--- config.mk ---
export PLATFORM = sky130hd
export DESIGN_NAME = mc_controller
export DESIGN_NICKNAME = d
export VERILOG_FILES = /design/src/rtl/mc_controller.sv
export SDC_FILE = /design/constraint.sdc
export NUM_CORES = 1
export LEC_CHECK = 0
export CAP_MARGIN = 20
export CORE_ASPECT_RATIO = 1.1
export CORE_MARGIN = 1.5
export CORE_UTILIZATION = 25
export DETAILED_ROUTE_END_ITERATION = 7
export SKIP_LAST_GASP = 1
export SLEW_MARGIN = 10
export SYNTH_ARGS = -nofsm -noshare
export SYNTH_HDL_FRONTEND = slang
export SYNTH_SLANG_ARGS = --single-unit
--- constraint.sdc ---
create_clock -name clk -period 1.83 [get_ports clk]
set_clock_uncertainty 0.2 [all_clocks]
set_input_delay 0.183 -clock clk [delete_from_list [all_inputs] [get_ports clk]]
set_output_delay 0.183 -clock clk [all_outputs]
set_load 0.02 [all_outputs]
--- src/rtl/mc_controller.sv ---
// Multi-cycle RV32 main controller: FETCH/DECODE/EXEC/MEM/IO/WB sequencing
// with fixed-latency memory strobes and an ack/timeout IO handshake.
module mc_controller #(
  parameter int ADDR_W     = 32,
  parameter int IO_BITS    = 22,
  parameter int MEM_LAT    = 1,
  parameter int IO_TIMEOUT = 255
) (
  input  logic              clk,
  input  logic              rst_n,
  input  logic [6:0]        opcode,
  input  logic [1:0]        ecall,
  input  logic [ADDR_W-1:0] alu_result,
  input  logic              io_ack,
  output logic              ir_write,
  output logic              pc_write,
  output logic              reg_write,
  output logic              alu_src,
  output logic [1:0]        alu_op,
  output logic              branch,
  output logic              jump,
  output logic              memorio_to_reg,
  output logic              mem_read,
  output logic              mem_write,
  output logic              io_read,
  output logic              io_write,
  output logic              io_timeout,
  output logic              illegal,
  output logic [2:0]        state
);

  localparam logic [6:0] OP_R    = 7'b0110011;
  localparam logic [6:0] OP_I    = 7'b0010011;
  localparam logic [6:0] OP_LD   = 7'b0000011;
  localparam logic [6:0] OP_ST   = 7'b0100011;
  localparam logic [6:0] OP_BR   = 7'b1100011;
  localparam logic [6:0] OP_JAL  = 7'b1101111;
  localparam logic [6:0] OP_JALR = 7'b1100111;
  localparam logic [6:0] OP_LUI  = 7'b0110111;
  localparam logic [6:0] OP_AUI  = 7'b0010111;
  localparam logic [6:0] OP_SYS  = 7'b1110011;

  localparam int CMAX = (MEM_LAT > IO_TIMEOUT) ? MEM_LAT : IO_TIMEOUT;
  localparam int CW   = $clog2(CMAX + 1);

  typedef enum logic [2:0] {
    S_FETCH  = 3'd0,
    S_DECODE = 3'd1,
    S_EXEC   = 3'd2,
    S_MEM    = 3'd3,
    S_IO     = 3'd4,
    S_WB     = 3'd5,
    S_TRAP   = 3'd6
  } state_t;

  state_t        r_state;
  logic          r_armed;
  logic [6:0]    r_op;
  logic [1:0]    r_ecall;
  logic          r_io;
  logic          r_rd;
  logic [CW-1:0] r_cnt;

  logic w_known;
  logic w_r, w_i, w_ld, w_st, w_br;
  logic w_jal, w_jalr, w_lui, w_aui, w_sys;
  logic w_ec_io;
  logic w_io_hit;
  logic w_mem_last;
  logic w_io_last;
  logic w_unused;

  assign w_known = opcode inside {OP_R, OP_I, OP_LD, OP_ST,
                                  OP_BR, OP_JAL, OP_JALR,
                                  OP_LUI, OP_AUI, OP_SYS};

  assign w_r    = (r_op == OP_R);
  assign w_i    = (r_op == OP_I);
  assign w_ld   = (r_op == OP_LD);
  assign w_st   = (r_op == OP_ST);
  assign w_br   = (r_op == OP_BR);
  assign w_jal  = (r_op == OP_JAL);
  assign w_jalr = (r_op == OP_JALR);
  assign w_lui  = (r_op == OP_LUI);
  assign w_aui  = (r_op == OP_AUI);
  assign w_sys  = (r_op == OP_SYS);

  assign w_ec_io    = r_ecall[0] ^ r_ecall[1];
  assign w_io_hit   = &alu_result[ADDR_W-1 -: IO_BITS];
  assign w_mem_last = (r_cnt == CW'(MEM_LAT - 1));
  assign w_io_last  = (r_cnt == CW'(IO_TIMEOUT - 1));
  assign w_unused   = ^{alu_result, r_io};

  // First FETCH after reset is an idle bubble so reset leaves every strobe low
  always_ff @(posedge clk) begin
    if (!rst_n) begin
      r_state <= S_FETCH;
      r_armed <= 1'b0;
      r_op    <= '0;
      r_ecall <= '0;
      r_io    <= 1'b0;
      r_rd    <= 1'b0;
      r_cnt   <= '0;
    end else begin
      unique case (r_state)
        S_FETCH: begin
          r_armed <= 1'b1;
          if (r_armed) r_state <= S_DECODE;
        end
        S_DECODE: begin
          r_op    <= opcode;
          r_ecall <= ecall;
          r_state <= w_known ? S_EXEC : S_TRAP;
        end
        S_EXEC: begin
          r_cnt <= '0;
          unique case (1'b1)
            w_br: begin
              r_rd    <= 1'b0;
              r_state <= S_FETCH;
            end
            w_ld, w_st: begin
              r_io    <= w_io_hit;
              r_rd    <= w_ld;
              r_state <= w_io_hit ? S_IO : S_MEM;
            end
            w_sys: begin
              r_io    <= w_ec_io;
              r_rd    <= (r_ecall == 2'b01);
              r_state <= w_ec_io ? S_IO : S_FETCH;
            end
            default: begin
              r_rd    <= 1'b0;
              r_state <= S_WB;
            end
          endcase
        end
        S_MEM: begin
          if (w_mem_last) r_state <= r_rd ? S_WB : S_FETCH;
          else r_cnt <= r_cnt + 1'b1;
        end
        S_IO: begin
          if (io_ack || w_io_last) r_state <= r_rd ? S_WB : S_FETCH;
          else r_cnt <= r_cnt + 1'b1;
        end
        S_WB:    r_state <= S_FETCH;
        S_TRAP:  r_state <= S_TRAP;
        default: r_state <= S_FETCH;
      endcase
    end
  end

  always_comb begin
    ir_write       = 1'b0;
    pc_write       = 1'b0;
    reg_write      = 1'b0;
    alu_src        = 1'b0;
    alu_op         = 2'b00;
    branch         = 1'b0;
    jump           = 1'b0;
    memorio_to_reg = 1'b0;
    mem_read       = 1'b0;
    mem_write      = 1'b0;
    io_read        = 1'b0;
    io_write       = 1'b0;
    io_timeout     = 1'b0;
    illegal        = 1'b0;
    unique case (r_state)
      S_FETCH: ir_write = r_armed;
      S_EXEC: begin
        unique case (1'b1)
          w_r: alu_op = 2'b10;
          w_i, w_ld, w_st, w_lui, w_aui: alu_src = 1'b1;
          w_jalr: begin
            alu_src = 1'b1;
            jump    = 1'b1;
          end
          w_jal: jump = 1'b1;
          w_br: begin
            branch   = 1'b1;
            alu_op   = 2'b01;
            pc_write = 1'b1;
          end
          w_sys: pc_write = !w_ec_io;
          default: ;
        endcase
      end
      S_MEM: begin
        mem_read  = r_rd;
        mem_write = !r_rd;
        pc_write  = !r_rd && w_mem_last;
      end
      // Ack and timeout both close the access in the current cycle
      S_IO: begin
        io_read    = r_rd;
        io_write   = !r_rd;
        io_timeout = !io_ack && w_io_last;
        pc_write   = !r_rd && (io_ack || w_io_last);
      end
      S_WB: begin
        reg_write      = 1'b1;
        pc_write       = 1'b1;
        memorio_to_reg = r_rd;
      end
      S_TRAP:  illegal = 1'b1;
      default: ;
    endcase
  end

  assign state = r_state;

endmodule

==> results of run 1 <==
==> cell families (layout without fill, tap and decap cells) <==
group	count (synthesis)	after routing	share of synthesized area [%]
buffers and inverters	22	131	7.08
AO/OA/AOI/OAI	39	39	20.1
flip-flops	22	22	28.6
AND/OR/NAND/NOR	94	94	31.8
adder cells (fa/ha/maj)	4	4	3.25
multiplexers	14	14	9.11
==> through the flow <==
stage,instances,hold WS (ns),setup slack [ns]
after floorplan,195,0.101,-0.123
after global placement,367,0.267,-0.539
after detailed placement,367,0.281,-0.530
after CTS,374,0.302,-0.350
after global routing,381,0.319,-0.393
final,381,0.304,-0.332
==> worst paths after layout <==
path / end / cells after the start / startpoint
setup / recovery: pc_write / 8 / r_cnt[0]$_SDFFE_PN0P_
hold / removal: r_armed$_SDFFE_PN0N_ / 2 / r_armed$_SDFFE_PN0N_
setup reg to reg: r_cnt[1]$_SDFFE_PN0P_ / 8 / r_cnt[0]$_SDFFE_PN0P_
hold reg to reg: r_armed$_SDFFE_PN0N_ / 2 / r_armed$_SDFFE_PN0N_
==> what timing repair did <==
action,CTS,global route
buffers inserted,3,7
hold buffers,0,0
hold endpoints to repair,0,0
setup endpoints to repair,27,21
resized for setup,101,29
pin swaps,14,10
==> cell type report <==
cell class | instances | area share [%]
multi-input combinational | 151 | 41.5
inverter | 12 | 1.53
tap | 77 | 3.27
clock inverter | 1 | 1.02
sequential | 22 | 15.5
clock buffer | 3 | 1.40
timing repair buffer | 115 | 35.8
==> flip-flops by register name, indices dropped and copies added (netlist names) <==
name and cells:
r_armed 1, r_cnt 8, r_ecall 2, r_op 7
r_rd 1, state 3
==> power breakdown <==
part	internal (mW)	switching [mW]	leakage, nW	total (mW)
combinational	0.749	0.646	0.929	1.39
clock	0.292	0.169	0.0357	0.461
sequential	0.563	0.0622	0.183	0.625
total	1.60	0.877	1.15	2.48
==> cells in the mapped netlist, types with 2 or more instances <==
master | n | share of area [%]
sky130_fd_sc_hd__a21oi_1 | 5 | 1.6
sky130_fd_sc_hd__a21oi_2 | 6 | 3.4
sky130_fd_sc_hd__a221o_1 | 2 | 1.3
sky130_fd_sc_hd__a221oi_1 | 2 | 1.1
sky130_fd_sc_hd__a22oi_1 | 3 | 1.5
sky130_fd_sc_hd__and2_1 | 4 | 1.6
sky130_fd_sc_hd__buf_2 | 3 | 0.98
sky130_fd_sc_hd__buf_4 | 2 | 0.98
sky130_fd_sc_hd__buf_6 | 2 | 1.5
sky130_fd_sc_hd__clkbuf_1 | 3 | 0.73
sky130_fd_sc_hd__dfxtp_1 | 22 | 29
sky130_fd_sc_hd__ha_1 | 4 | 3.3
sky130_fd_sc_hd__inv_1 | 12 | 2.9
sky130_fd_sc_hd__mux2i_1 | 14 | 9.1
sky130_fd_sc_hd__nand2_1 | 18 | 4.4
sky130_fd_sc_hd__nand2b_1 | 7 | 2.8
sky130_fd_sc_hd__nand3_1 | 4 | 1.3
sky130_fd_sc_hd__nand4_1 | 7 | 2.8
sky130_fd_sc_hd__nor2_1 | 28 | 6.8
sky130_fd_sc_hd__nor2b_1 | 2 | 0.81
sky130_fd_sc_hd__nor3_1 | 8 | 2.6
sky130_fd_sc_hd__nor4_1 | 2 | 0.81
sky130_fd_sc_hd__o21ai_0 | 3 | 0.98
sky130_fd_sc_hd__o22ai_1 | 5 | 2.0
sky130_fd_sc_hd__or2_2 | 2 | 0.81
sky130_fd_sc_hd__or3b_1 | 2 | 1.1
sky130_fd_sc_hd__or4b_1 | 2 | 1.3
==> routing by layer <==
layer,global-route usage (%),vias to the layer above
li1,-,922
met1,20.1,840
met5,0,-
met4,5.29,0
met3,2.26,7
met2,26.4,52
==> critical path, cell delays in order (launching register included) <==
cell and delay (ns):
sky130_fd_sc_hd__dfxtp_2 0.34, sky130_fd_sc_hd__inv_2 0.04, sky130_fd_sc_hd__buf_6 0.11, sky130_fd_sc_hd__ha_4 0.14, sky130_fd_sc_hd__and3_4 0.17, sky130_fd_sc_hd__a21oi_4 0.12
sky130_fd_sc_hd__o22ai_2 0.10, sky130_fd_sc_hd__a221o_1 0.35, sky130_fd_sc_hd__buf_6 0.14
==> parameters.txt, run 1 <==
Parameter                              Value

Layout
  Final antenna diode count ... 0
  Area growth, synth to finish ... 91.6%
  Post-route cell area ... 2950 µm²
  Multi-input combinational cell area ... 1220 µm²
  Final net count ... 353
  Final core utilization ... 50.4%
  Flip-flop and latch area ... 455 µm²
  Most common library cell in the layout ignoring fill and taps ... sky130_fd_sc_hd__buf_4
  Share of final-layout standard cells stronger than drive strength 1 ... 42.4%
  Filler Cell Count ... 549
  Most used cells in the layout excluding fill and tap cells ... 53 x sky130_fd_sc_hd__buf_4, 36 x sky130_fd_sc_hd__clkdlybuf4s50_1, 26 x sky130_fd_sc_hd__nor2_1

Floorplan
  Initial Util ... 26.3%
  Die footprint ... 6630 µm²
  Placement Rows ... 29
  CORE AREA ... 5840 µm²
  Die width ... 77.8 µm
  Die span in y ... 85.3 µm
  Number of ports placed on the die boundary ... 62

Yosys
  Flops & latches, synth ... 22
  Main synth FF type ... sky130_fd_sc_hd__dfxtp_1
  Number of different library cells in the post-synthesis netlist ... 48
  Syn nets ... 243
  Number of warnings reported in the yosys synthesis log ... 0
  Sequential area share after synthesis ... 28.6%
  Number of enable-type register cells in the synthesized netlist ... 0
  Gate Count Post-Synth ... 195
  Syn_area_per_cell ... 7.89 µm²
  Async set or reset register ratio after synthesis ... 0%
  Area of the mapped netlist ... 1540 µm²

Clock tree
  Number of H-tree levels ... 1
  Clock latency at the later pin of the worst-skew pair ... 0.26 ns
  Register clock-pin slew on the reported worst setup and hold paths ... 0.09 ns
  Clock sink count ... 22
  TritonCTS clock tree ... yes
  Number of clock buffers inserted by TritonCTS ... 3
  Number of buffers on the longest clock path ... 2
  Cell at the root of the clock tree ... sky130_fd_sc_hd__clkbuf_8

STA
  Number of failing hold endpoints at the final stage ... 0
  Setup TNS ... -3.41 ns
  Unrepaired setup endpoints after global routing ... true
  Worst max-slew margin expressed relative to the limit ... 51.7%
  Final period utilization ... 118%
  Transition time at the pin with the least slew margin ... 0.706 ns
  Final count of negative-setup-slack endpoints ... 22
  Worst setup margin ... -0.332 ns
  Fin crit period ... 2.16 ns
  Maximum operating frequency ... 463 MHz
  Number of slew-limit violations in the final report ... 0

Route
  Detailed-routed wire length on met2 ... 2.52 mm
  Routed length per instance ... 13.9 µm
  DRC viols ... 0
  Detailed Route Iter0 Violations ... 65
  Antenna-violating nets left ... 0
  Vias post-DR ... 1821
  Top routing layer in use ... met4
  Length of routed wiring on met1 ... 2.41 mm
  Total Wirelength ... 5.28 mm
  First-pass detailed-route iteration total ... 4
  Amount of wire on met3 after detailed routing ... 266 µm
  Vias/cell ... 4.78

GRT
  Wire length of the first global-routing pass ... 8.33 mm
  Vias in the first global route ... 1737
  Combined global-route utilization of all metal layers ... 15.6%
  Total gr overflow ... 0
  Initial antenna violation count ... 0
  Maximum number of pins on one net before global-route repair ... 14

Power
  Total power divided by cell area ... 842 nW/µm²
  Leakage dissipation ... 1.15 nW
  Total chip power ... 2.48 mW
  Worst ir drop on vdd ... 578 µV

Flow run
  Count of maximum capacitance violations ... 0

Setup path
  Crit path arrival time ... 1.78 ns
  Worst Setup End Kind ... primary output
  Data required time at the worst endpoint ... 1.45 ns
  Critical-path maximum fanout ... 2
  Critical path startpoint category ... flop
  Flop2flop setup slack ... -0.27 ns
  WS Path Type ... flop to primary output

Placement
  Cell Area, Placed ... 2560 µm²
  Weighted congestion at the end of routability-driven global placement ... 0.825
  Detailed placer's ending HPWL ... 3.80 mm
  Count of input and output buffers ... 51

Run status
  Status ... finished with violations
  Violated checks ... setup timing

Min path
  Worst hold path class ... flop to flop
Note: power is estimated with default switching activity, not from simulation.
==> inputs of run 2 (changes only) <==
--- a/config.mk
+++ b/config.mk
@@ -6,10 +6,13 @@
 export NUM_CORES = 1
 export LEC_CHECK = 0
 export CAP_MARGIN = 20
+export CELL_PAD_IN_SITES_DETAIL_PLACEMENT = 1
+export CELL_PAD_IN_SITES_GLOBAL_PLACEMENT = 1
 export CORE_ASPECT_RATIO = 1.1
 export CORE_MARGIN = 1.5
 export CORE_UTILIZATION = 25
 export DETAILED_ROUTE_END_ITERATION = 7
+export PLACE_DENSITY_LB_ADDON = 0.1
 export SKIP_LAST_GASP = 1
 export SLEW_MARGIN = 10
 export SYNTH_ARGS = -nofsm -noshare
==> parameters.txt, run 2 (synthesis results as in run 1) <==
Parameter                              Value

Run status
  Status ... finished with violations
  Violated checks ... setup timing

Setup path
  Critical path startpoint category ... flop
  Flop2flop setup slack ... -0.20 ns (+0.07 ns)
  Reg2reg start ... r_cnt[1]$_SDFFE_PN0P_
  Worst setup path startpoint ... r_cnt[1]$_SDFFE_PN0P_
  Worst-case reg-to-reg path depth ... 8 (unchanged)
  WS Path Type ... flop to primary output
  Data required time at the worst endpoint ... 1.45 ns (about the same)
  Worst R2R End ... r_cnt[4]$_SDFFE_PN0P_
  Destination of the critical timing path ... pc_write
  Worst Setup End Kind ... primary output
  Crit path arrival time ... 1.70 ns (-0.08 ns)
  Critical-path maximum fanout ... 2 (unchanged)

Floorplan
  Die width ... 77.8 µm (unchanged)
  Number of ports placed on the die boundary ... 62 (unchanged)
  Die span in y ... 85.3 µm (unchanged)
  Placement Rows ... 29 (unchanged)
  CORE AREA ... 5840 µm² (unchanged)
  Initial Util ... 26.3% (unchanged)
  Die footprint ... 6630 µm² (unchanged)

Route
  Routed length per instance ... 16.4 µm (+18%)
  Antenna-violating nets left ... 0 (unchanged)
  DRC viols ... 0 (unchanged)
  Vias post-DR ... 1922 (+5.5%)
  Detailed Route Iter0 Violations ... 38 (-42%)
  Total Wirelength ... 6.33 mm (+20%)
  First-pass detailed-route iteration total ... 4 (unchanged)
  Vias/cell ... 4.97 (+3.9%)

STA
  Number of slew-limit violations in the final report ... 0 (unchanged)
  Maximum operating frequency ... 480 MHz (+3.7%)
  Worst setup margin ... -0.254 ns (+0.0776 ns)
  Final period utilization ... 114% (-4.2 points)
  Unrepaired setup endpoints after global routing ... true
  Transition time at the pin with the least slew margin ... 0.409 ns (-0.298 ns)
  Number of failing hold endpoints at the final stage ... 0 (unchanged)
  Fin crit period ... 2.08 ns (-0.0776 ns)
  Final count of negative-setup-slack endpoints ... 19 (-14%)
  Worst max-slew margin expressed relative to the limit ... 72.6% (+21 points)
  Setup TNS ... -2.43 ns (+0.984 ns)

Clock tree
  Number of clock buffers inserted by TritonCTS ... 3 (unchanged)
  Register clock-pin slew on the reported worst setup and hold paths ... 0.09 ns (about the same)
  Cell at the root of the clock tree ... sky130_fd_sc_hd__clkbuf_8
  Clock sink count ... 22 (unchanged)
  Number of buffers on the longest clock path ... 2 (unchanged)
  Number of H-tree levels ... 1 (unchanged)
  Clock latency at the later pin of the worst-skew pair ... 0.27 ns (about the same)
  TritonCTS clock tree ... yes
  Hold-fix buffers at CTS ... 0 (unchanged)

Layout
  Final net count ... 359 (+1.7%)
  Final antenna diode count ... 0 (unchanged)
  Register ranked first by flip-flop count ... r_cnt
  Filler Cell Count ... 664 (+21%)
  Max FFs per register ... 8 (unchanged)
  Area growth, synth to finish ... 98.0%
  Share of final-layout standard cells stronger than drive strength 1 ... 44.5% (+2.1 points)
  Most used cells in the layout excluding fill and tap cells ... 60 x sky130_fd_sc_hd__buf_4, 35 x sky130_fd_sc_hd__clkdlybuf4s50_1, 24 x sky130_fd_sc_hd__nor2_1
  Most common library cell in the layout ignoring fill and taps ... sky130_fd_sc_hd__buf_4

GRT
  Initial antenna violation count ... 0 (unchanged)
  Total gr overflow ... 0 (unchanged)
  Vias in the first global route ... 2032 (+17%)
  Maximum number of pins on one net before global-route repair ... 14 (unchanged)
  Wire length of the first global-routing pass ... 9.63 mm (+16%)
  Combined global-route utilization of all metal layers ... 18.3% (+2.7 points)

Placement
  Detailed placer's ending HPWL ... 4.43 mm (+17%)
  Count of input and output buffers ... 51 (unchanged)
  Worst setup slack before clock tree synthesis ... -0.574 ns (-0.0447 ns)
  Weighted congestion at the end of routability-driven global placement ... 0.764 (-7.4%)

Flow run
  Count of maximum capacitance violations ... 0 (unchanged)

Min path
  Worst hold path class ... input pin to flop

Power
  Leakage dissipation ... 1.20 nW (+4.6%)
  Worst ir drop on vdd ... 456 µV (-21%)
  Total power divided by cell area ... 831 nW/µm² (-1.3%)
[run 2: worst min-delay path by stage]
stage	start	to	cells past startpoint
finish	ecall[0]	r_ecall[0]$_SDFFE_PN0P_	3
global route	ecall[0]	r_ecall[0]$_SDFFE_PN0P_	3
CTS	ecall[0]	r_ecall[0]$_SDFFE_PN0P_	3
detailed placement	r_armed$_SDFFE_PN0N_	r_armed$_SDFFE_PN0N_	2
global placement	r_armed$_SDFFE_PN0N_	r_armed$_SDFFE_PN0N_	2
floorplan	rst_n	state[1]$_SDFFE_PN0P_	1
[run 2: cell type report]
cell class	count	area (µm²)	area share (%)
Clock buffer	3	41.3	1.36
Clock inverter	1	30.0	0.986
Inverter	12	47.5	1.56
Multi-Input combinational cell	151	1230	40.6
Sequential cell	22	457	15.0
Tap cell	77	96.3	3.16
Timing Repair Buffer	121	1140	37.4
[run 2: repair_timing]
action	CTS	global route
setup endpoints to repair	27	27
gates cloned	0	1
pin swaps	8	6
resized for setup	98	40
buffers inserted	9	7
[run 2: per-stage QoR]
stage | power [mW] | hold WS, ns | area, µm² | std cells | util [%]
3_5_place_dp | 1.83 | 0.299 | 2590 | 368 | 44.4
4_1_cts | 2.41 | 0.313 | 2830 | 380 | 48.4
5_1_grt | 2.67 | 0.331 | 3040 | 387 | 52.1
3_3_place_gp | 1.81 | 0.273 | 2590 | 368 | 44.4
2_1_floorplan | 1.25 | 0.101 | 1590 | 195 | -
6_report | 2.53 | 0.316 | 3040 | 387 | 52.1
[run 2: critical path: stages (launching register included)]
cell and delay (ns):
sky130_fd_sc_hd__dfxtp_2 0.33, sky130_fd_sc_hd__buf_6 0.11, sky130_fd_sc_hd__ha_4 0.14, sky130_fd_sc_hd__and3_4 0.18, sky130_fd_sc_hd__a21oi_2 0.13, sky130_fd_sc_hd__o22ai_2 0.08
sky130_fd_sc_hd__a221o_1 0.33, sky130_fd_sc_hd__buf_6 0.14
[run 2: power by group]
group,switching [mW],internal (mW),leakage (nW)
clock network,0.174,0.292,0.0357
registers,0.0653,0.563,0.184
logic,0.680,0.757,0.981
[run 2: routing by layer]
| metal | vias to the layer above | routed length, µm | GRT usage [%] |
|---|---|---|---|
| li1 | 935 | - | - |
| met1 | 930 | 2510 | 19.5 |
| met2 | 48 | 3460 | 36.8 |
| met3 | 9 | 247 | 2.90 |
| met4 | 0 | 113 | 3.80 |
| met5 | - | 0 | 0 |
